$ cat config.mk
export PLATFORM = sky130hd
export DESIGN_NAME = calculator_core
export DESIGN_NICKNAME = d
export VERILOG_FILES = /design/src/rtl/calculator_core.sv
export SDC_FILE = /design/constraint.sdc
export NUM_CORES = 1
export LEC_CHECK = 0
export CAP_MARGIN = 20
export CORE_MARGIN = 2
export CORE_UTILIZATION = 55
export CTS_BUF_LIST = sky130_fd_sc_hd__clkbuf_4
export DETAILED_ROUTE_END_ITERATION = 10
export DONT_BUFFER_PORTS = 1
export GPL_ROUTABILITY_DRIVEN = 0
export GPL_TIMING_DRIVEN = 0
export PLACE_DENSITY_LB_ADDON = 0.08
export RECOVER_POWER = 100
export SETUP_SLACK_MARGIN = 0.15
export SLEW_MARGIN = 20
export SYNTH_ARGS = -nofsm -noshare
export SYNTH_HDL_FRONTEND = slang
export SYNTH_SLANG_ARGS = --single-unit
$ cat constraint.sdc
create_clock -name clk_g -period 4.27 [get_ports clk_g]
set_input_delay 0.854 -clock clk_g [delete_from_list [all_inputs] [get_ports clk_g]]
set_output_delay 0.854 -clock clk_g [all_outputs]
set_load 0.05 [all_outputs]
$ cat src/rtl/calculator_core.sv
// Accumulator ALU behind the calculator display: debounced enter/clear buttons,
// single-cycle LOAD/ADD/SUB and 32-step iterative MUL/DIV/MOD.

module calculator_core_debounce #(
  parameter int DEB_CYCLES = 200000
) (
  input  logic clk_g,
  input  logic rst_n,
  input  logic btn,
  output logic pulse
);
  localparam int CW = (DEB_CYCLES > 1) ? $clog2(DEB_CYCLES) : 1;

  logic          sync_1, sync_2, level, level_q;
  logic [CW-1:0] cnt;

  // The level flips only after DEB_CYCLES consecutive cycles that disagree with it.
  always_ff @(posedge clk_g or negedge rst_n) begin
    if (!rst_n) begin
      sync_1  <= 1'b0;
      sync_2  <= 1'b0;
      level   <= 1'b0;
      level_q <= 1'b0;
      cnt     <= '0;
    end else begin
      sync_1  <= btn;
      sync_2  <= sync_1;
      level_q <= level;
      if (sync_2 == level) begin
        cnt <= '0;
      end else if (cnt == CW'(DEB_CYCLES - 1)) begin
        level <= sync_2;
        cnt   <= '0;
      end else begin
        cnt <= cnt + CW'(1);
      end
    end
  end

  assign pulse = level & ~level_q;
endmodule

module calculator_core #(
  parameter int DEB_CYCLES = 200000,
  parameter int W          = 32
) (
  input  logic         clk_g,
  input  logic         rst_n,
  input  logic         btn_enter,
  input  logic         btn_clear,
  input  logic [2:0]   op_sel,
  input  logic [W-1:0] operand,
  output logic [W-1:0] cal_result,
  output logic         error,
  output logic         busy,
  output logic         done,
  output logic [1:0]   dbg_state
);
  localparam logic [2:0] OP_LOAD = 3'd0;
  localparam logic [2:0] OP_ADD  = 3'd1;
  localparam logic [2:0] OP_SUB  = 3'd2;
  localparam logic [2:0] OP_MUL  = 3'd3;
  localparam logic [2:0] OP_DIV  = 3'd4;
  localparam logic [2:0] OP_MOD  = 3'd5;

  typedef enum logic [1:0] {IDLE, EXEC, ITER, WRITE} state_t;

  state_t       state;
  logic         go, clr;
  logic [2:0]   op_q;
  logic [W-1:0] opnd_q, acc_q, hi, lo, res;
  logic         res_err;
  logic [4:0]   step;

  logic [W:0]   add_sum, mul_sum, div_r;
  logic [W-1:0] div_diff, fin_val;
  logic         div_ge, fin_err;

  calculator_core_debounce #(.DEB_CYCLES(DEB_CYCLES)) u_deb_enter (
    .clk_g(clk_g), .rst_n(rst_n), .btn(btn_enter), .pulse(go)
  );
  calculator_core_debounce #(.DEB_CYCLES(DEB_CYCLES)) u_deb_clear (
    .clk_g(clk_g), .rst_n(rst_n), .btn(btn_clear), .pulse(clr)
  );

  // hi:lo is the 64-bit product for MUL, and remainder:quotient for DIV/MOD.
  always_comb begin
    add_sum  = {1'b0, acc_q} + {1'b0, opnd_q};
    mul_sum  = {1'b0, hi} + (lo[0] ? {1'b0, opnd_q} : '0);
    div_r    = {hi, lo[W-1]};
    div_ge   = div_r >= {1'b0, opnd_q};
    div_diff = div_r[W-1:0] - opnd_q;
    fin_val  = res;
    fin_err  = res_err;
    case (op_q)
      OP_MUL: begin
        fin_val = lo;
        fin_err = |hi;
      end
      OP_DIV:  fin_val = lo;
      OP_MOD:  fin_val = hi;
      default: ;
    endcase
  end

  always_ff @(posedge clk_g or negedge rst_n) begin
    if (!rst_n) begin
      state      <= IDLE;
      cal_result <= '0;
      error      <= 1'b0;
      busy       <= 1'b0;
      done       <= 1'b0;
      op_q       <= OP_LOAD;
      opnd_q     <= '0;
      acc_q      <= '0;
      hi         <= '0;
      lo         <= '0;
      res        <= '0;
      res_err    <= 1'b0;
      step       <= '0;
    end else begin
      done <= 1'b0;
      if (clr) begin
        state      <= IDLE;
        cal_result <= '0;
        error      <= 1'b0;
        busy       <= 1'b0;
      end else begin
        case (state)
          IDLE: begin
            // With the error flag up only LOAD is accepted.
            if (go && (!error || op_sel == OP_LOAD)) begin
              op_q   <= op_sel;
              opnd_q <= operand;
              acc_q  <= cal_result;
              busy   <= 1'b1;
              state  <= EXEC;
            end
          end
          EXEC: begin
            state <= WRITE;
            case (op_q)
              OP_LOAD: begin
                res     <= opnd_q;
                res_err <= 1'b0;
              end
              OP_ADD: begin
                res     <= add_sum[W-1:0];
                res_err <= add_sum[W];
              end
              OP_SUB: begin
                res     <= acc_q - opnd_q;
                res_err <= acc_q < opnd_q;
              end
              OP_MUL, OP_DIV, OP_MOD: begin
                if (op_q != OP_MUL && opnd_q == '0) begin
                  res_err <= 1'b1;
                end else begin
                  res_err <= 1'b0;
                  hi      <= '0;
                  lo      <= acc_q;
                  step    <= 5'd31;
                  state   <= ITER;
                end
              end
              default: res_err <= 1'b1;
            endcase
          end
          ITER: begin
            if (op_q == OP_MUL) begin
              hi <= mul_sum[W:1];
              lo <= {mul_sum[0], lo[W-1:1]};
            end else begin
              hi <= div_ge ? div_diff : div_r[W-1:0];
              lo <= {lo[W-2:0], div_ge};
            end
            step <= step - 5'd1;
            if (step == 5'd0) state <= WRITE;
          end
          WRITE: begin
            if (!fin_err) cal_result <= fin_val;
            error <= fin_err;
            done  <= 1'b1;
            busy  <= 1'b0;
            state <= IDLE;
          end
          default: state <= IDLE;
        endcase
      end
    end
  end

  assign dbg_state = state;
endmodule

==> summary.md <==
| Metric | Value |
|---|---|
| Tcrit/Tclk final | `a little over nine tenths` |
| Switch Pwr | `around 1100 uW` |
| Synth area leader | `dfrtp_1` |
| Crit-path max FO | `10` |
| Synth Warn # | `0` |
| Max_cap viols | `0` |
| WP data arrival | `4650 ps` |
| Final Cell Area | `just over 0.02 mm^2` |
| Worst EP required | `roughly 4900 ps` |
| Top cells by area, synth | `dfrtp_1 (33%), ha_1 (9.1%), a21oi_1 (4.7%), mux2_2 (4.2%), nand2_1 (4.2%)` |
| Starting DRC count in detailed routing | `around 2000` |
| Die Wd | `around 190 um` |
| DP Area | `between 0.015 and 0.02 mm^2` |
| CP Class | `register to register` |
| Gr ovfl total | `0` |
| Routed wire length per instance | `around 25 um` |
| Worst-path clk slew | `roughly 60 ps` |
| Register bit total from synthesis | `250` |
| Max incr delay on CP | `500 ps` |
| Syn_nets | `between 2000 and 2500` |
| Layout cell share with drive strength beyond 1 | `a little over a tenth` |
| Final wirelength | `67.4 mm` |
| Fin crit period | `slightly above 4000 ps` |
| Total GRT Usage | `37.7%` |
| CTS Buf Count | `just over 70` |
| Post-Synth XOR/XNOR Area | `under 10%` |
| Slew at the pin with the worst max-slew slack | `1100 ps` |
| H-tree Lvls | `3` |
| Cell Area, Synth | `between 0.015 and 0.02 mm^2` |
| PnR Total Power | `~4700 uW` |
| Post-synth top cells | `dfrtp_1 (250), nand2_1 (211), a21oi_1 (178)` |
| CTS tree | `yes` |
| Post-Route Utilization | `around 60%` |
| HP Class | `input pin to asynchronous set/reset pin` |
| Slew margin rel. | `26.0%` |
| Setup TNS | `0 ps` |
| Post-Synth Simple-Gate Area | `approximately 16%` |
| Clock power share | `between 40 and 50%` |
| Hold WS | `-187 ps` |
| Initial antenna violation count | `2` |
| Residual DRC | `0` |
| DR vias/cell | `around 6.7` |
| Vias in the first global route | `roughly 17000` |
| Largest family of logic cells by synthesized area | `compound AO/OA/AOI/OAI gates` |
| Final Hold Violating Endpoints | `157` |
| Most common cell in the synthesized netlist | `dfrtp_1` |
| Synthesized-area fraction occupied by adder cells | `under 10%` |
| Drt first pass iters | `6` |
| Critical Path Slowest Stage Cell | `dfrtp_2` |
| Top FF cell, synth | `dfrtp_1` |
| Nets | `around 2400` |
| Post-synth ARST share | `100%` |
| Power density over cell area | `about 230 mW/mm^2` |
| Post-DP HPWL | `between 40 and 50 mm` |
| CORE AREA | `~0.034 mm^2` |
| CP delay by family, top | `compound AO/OA/AOI/OAI gates` |
| Maximum VDD drop | `roughly 280 uV` |
| Switching share of power | `23.7%` |
| Clock skew | `around 76 ps` |
| Failing checks | `negative hold slack` |
| Complex-gate fraction of the synthesized area | `around a quarter` |
| First-pass GRT wire length | `just over 100 mm` |
| Area grow syn2layout | `7.64%` |
| Setup crit end kind | `register` |
| Clock tree root buffer cell | `clkbuf_4` |
| Sequential share of power | `50.6%` |
| Cell count after synthesis | `about 2200` |
| IO Pins | `76` |
| DIE HEIGHT | `around 190 um` |
| Synth cell types | `a little over 90` |
| Detail Route Antenna Nets | `0` |
| Combinational Power Share | `less than 1%` |
| Sink Count | `250` |
| Largest net degree at the start of global routing | `about 250` |
| Sequential cell area fraction in the yosys report | `33.2%` |
| Mux share of post-synthesis cell area | `under 10%` |
| Buf/Inv on CP | `3` |
| Unrepaired setup endpoints after global routing | `false` |
| Final setup fails | `0` |
| Leakage | `approximately 0.0094 uW` |
| Max-slew violations | `0` |
| Port-buffer cells | `0` |
| Clock Latency Late Sink | `770 ps` |
| Cell internal pwr | `around 3600 uW` |
| Status | `finished, violations left` |
| Startpoint Class | `register` |
| CTS Buffer Depth | `3` |
| Top-area cell type share of the netlist area | `between 30% and 40%` |
| Mean Syn Cell Area | `8.75 um^2` |
| F_max | `between 200 and 250 MHz` |
| Number of synthesized flops with an enable pin | `0` |
| Routed vias | `roughly 18000` |
| Initial core utilization | `a little under three fifths` |
| Die ar. | `roughly 0.036 mm^2` |
| Floorplan row count | `67` |
| Cells along the critical path | `clkbuf_2, and2_1, ha_1, inv_1, fa_1, nor2b_1, o21ai_0, a21oi_1, o2111ai_1, a21oi_2, clkbuf_2, o41ai_4, o31ai_1, o21ai_0, a32oi_1, o21ai_1` |
==> path summary, 6_finish.rpt <==
check / startpoint / endpoint / slack [ps] / depth (start not counted)
worst max-delay path: lo[0] / hi[29] / 220 / 16
worst min-delay path: rst_n / hi[16] / -190 / 0
worst max register to register: lo[0] / hi[29] / 220 / 16
worst min register to register: u_deb_clear.sync_1 / u_deb_clear.sync_2 / 350 / 0
max in group asynchronous: rst_n / hi[19] / 3680 / 0
min in group clk_g: btn_enter / u_deb_enter.sync_1 / 130 / 0
==> cell type report <==
type / instances / area (um^2)
Tap cell: 448 / 561
Antenna cell: 1 / 2.50
Timing Repair Buffer: 1 / 5.00
Buffer: 111 / 460
Inverter: 99 / 372
Fill cell: 3076 / 13400
Clock inverter: 27 / 188
Sequential cell: 250 / 6260
Multi-Input combinational cell: 1690 / 11700
Clock buffer: 94 / 706
==> stage by stage <==
| step | setup WS (ps) | instances |
|---|---|---|
| CTS | 153 | 2719 |
| global placement | 43.1 | 2598 |
| finish | 223 | 2721 |
| floorplan | 1060 | 2150 |
| detailed placement | 10.2 | 2598 |
| global route | 124 | 2721 |
==> cells by family after synthesis <==
family | Yosys count
adders and majority gates | 141
DFF | 250
AOI/OAI and AO/OA | 678
buffers and inverters | 210
xor gates and xnor gates | 125
and+or+nand+nor | 653
muxes | 93
==> state kept, by name (all words and copies together), names as in the netlist, 2 cells and up <==
name and cells:
res 32, acc_q 32, op_q 3, dbg_state 2
opnd_q 32, u_deb_enter.cnt 18, hi 32, lo 32
u_deb_clear.cnt 18, step 5, cal_result 32
==> metal layers <==
metal,share of wire (%),vias to the layer above,GRT usage [%]
met1,41,8657,52.0
met4,6.6,2,22.6
met3,12,251,9.14
met2,41,1159,53.5
li1,-,8061,-
met5,0.016,-,0
==> timing repair <==
action,4_1_cts,5_1_grt
pin swaps,1,1
setup buffers,0,1
setup endpoints to repair,4,7
hold endpoints to repair,250,250
resized for setup,1,6
==> worst reg2reg max path: cells and delay by family (launching register included) <==
kind | cells | cell delay (ps)
flops | 1 | 500
compound gates | 9 | 1940
fa+ha+maj | 2 | 570
simple gates | 2 | 310
buf+inv | 3 | 600
==> power by group through the flow <==
stage / registers [uW] / logic [uW] / clock network (uW)
2_1_floorplan: 2420 / 13.2 / 0
3_3_place_gp: 2420 / 15.9 / 0
3_5_place_dp: 2420 / 16.0 / 0
4_1_cts: 2380 / 16.2 / 2360
5_1_grt: 2380 / 19.2 / 2470
6_report: 2380 / 16.0 / 2310
==> layout by cell type (no fill, tap or decap), types with 84 or more instances in the layout <==
| master | instances |
|---|---|
| a21oi_1 | 178 |
| clkbuf_1 | 84 |
| clkbuf_4 | 94 |
| dfrtp_1 | 249 |
| ha_1 | 137 |
| inv_1 | 95 |
| nand2_1 | 211 |
| nor2_1 | 165 |
| o21ai_0 | 132 |
| xnor2_1 | 88 |
Note: power is estimated with default switching activity, not from simulation.
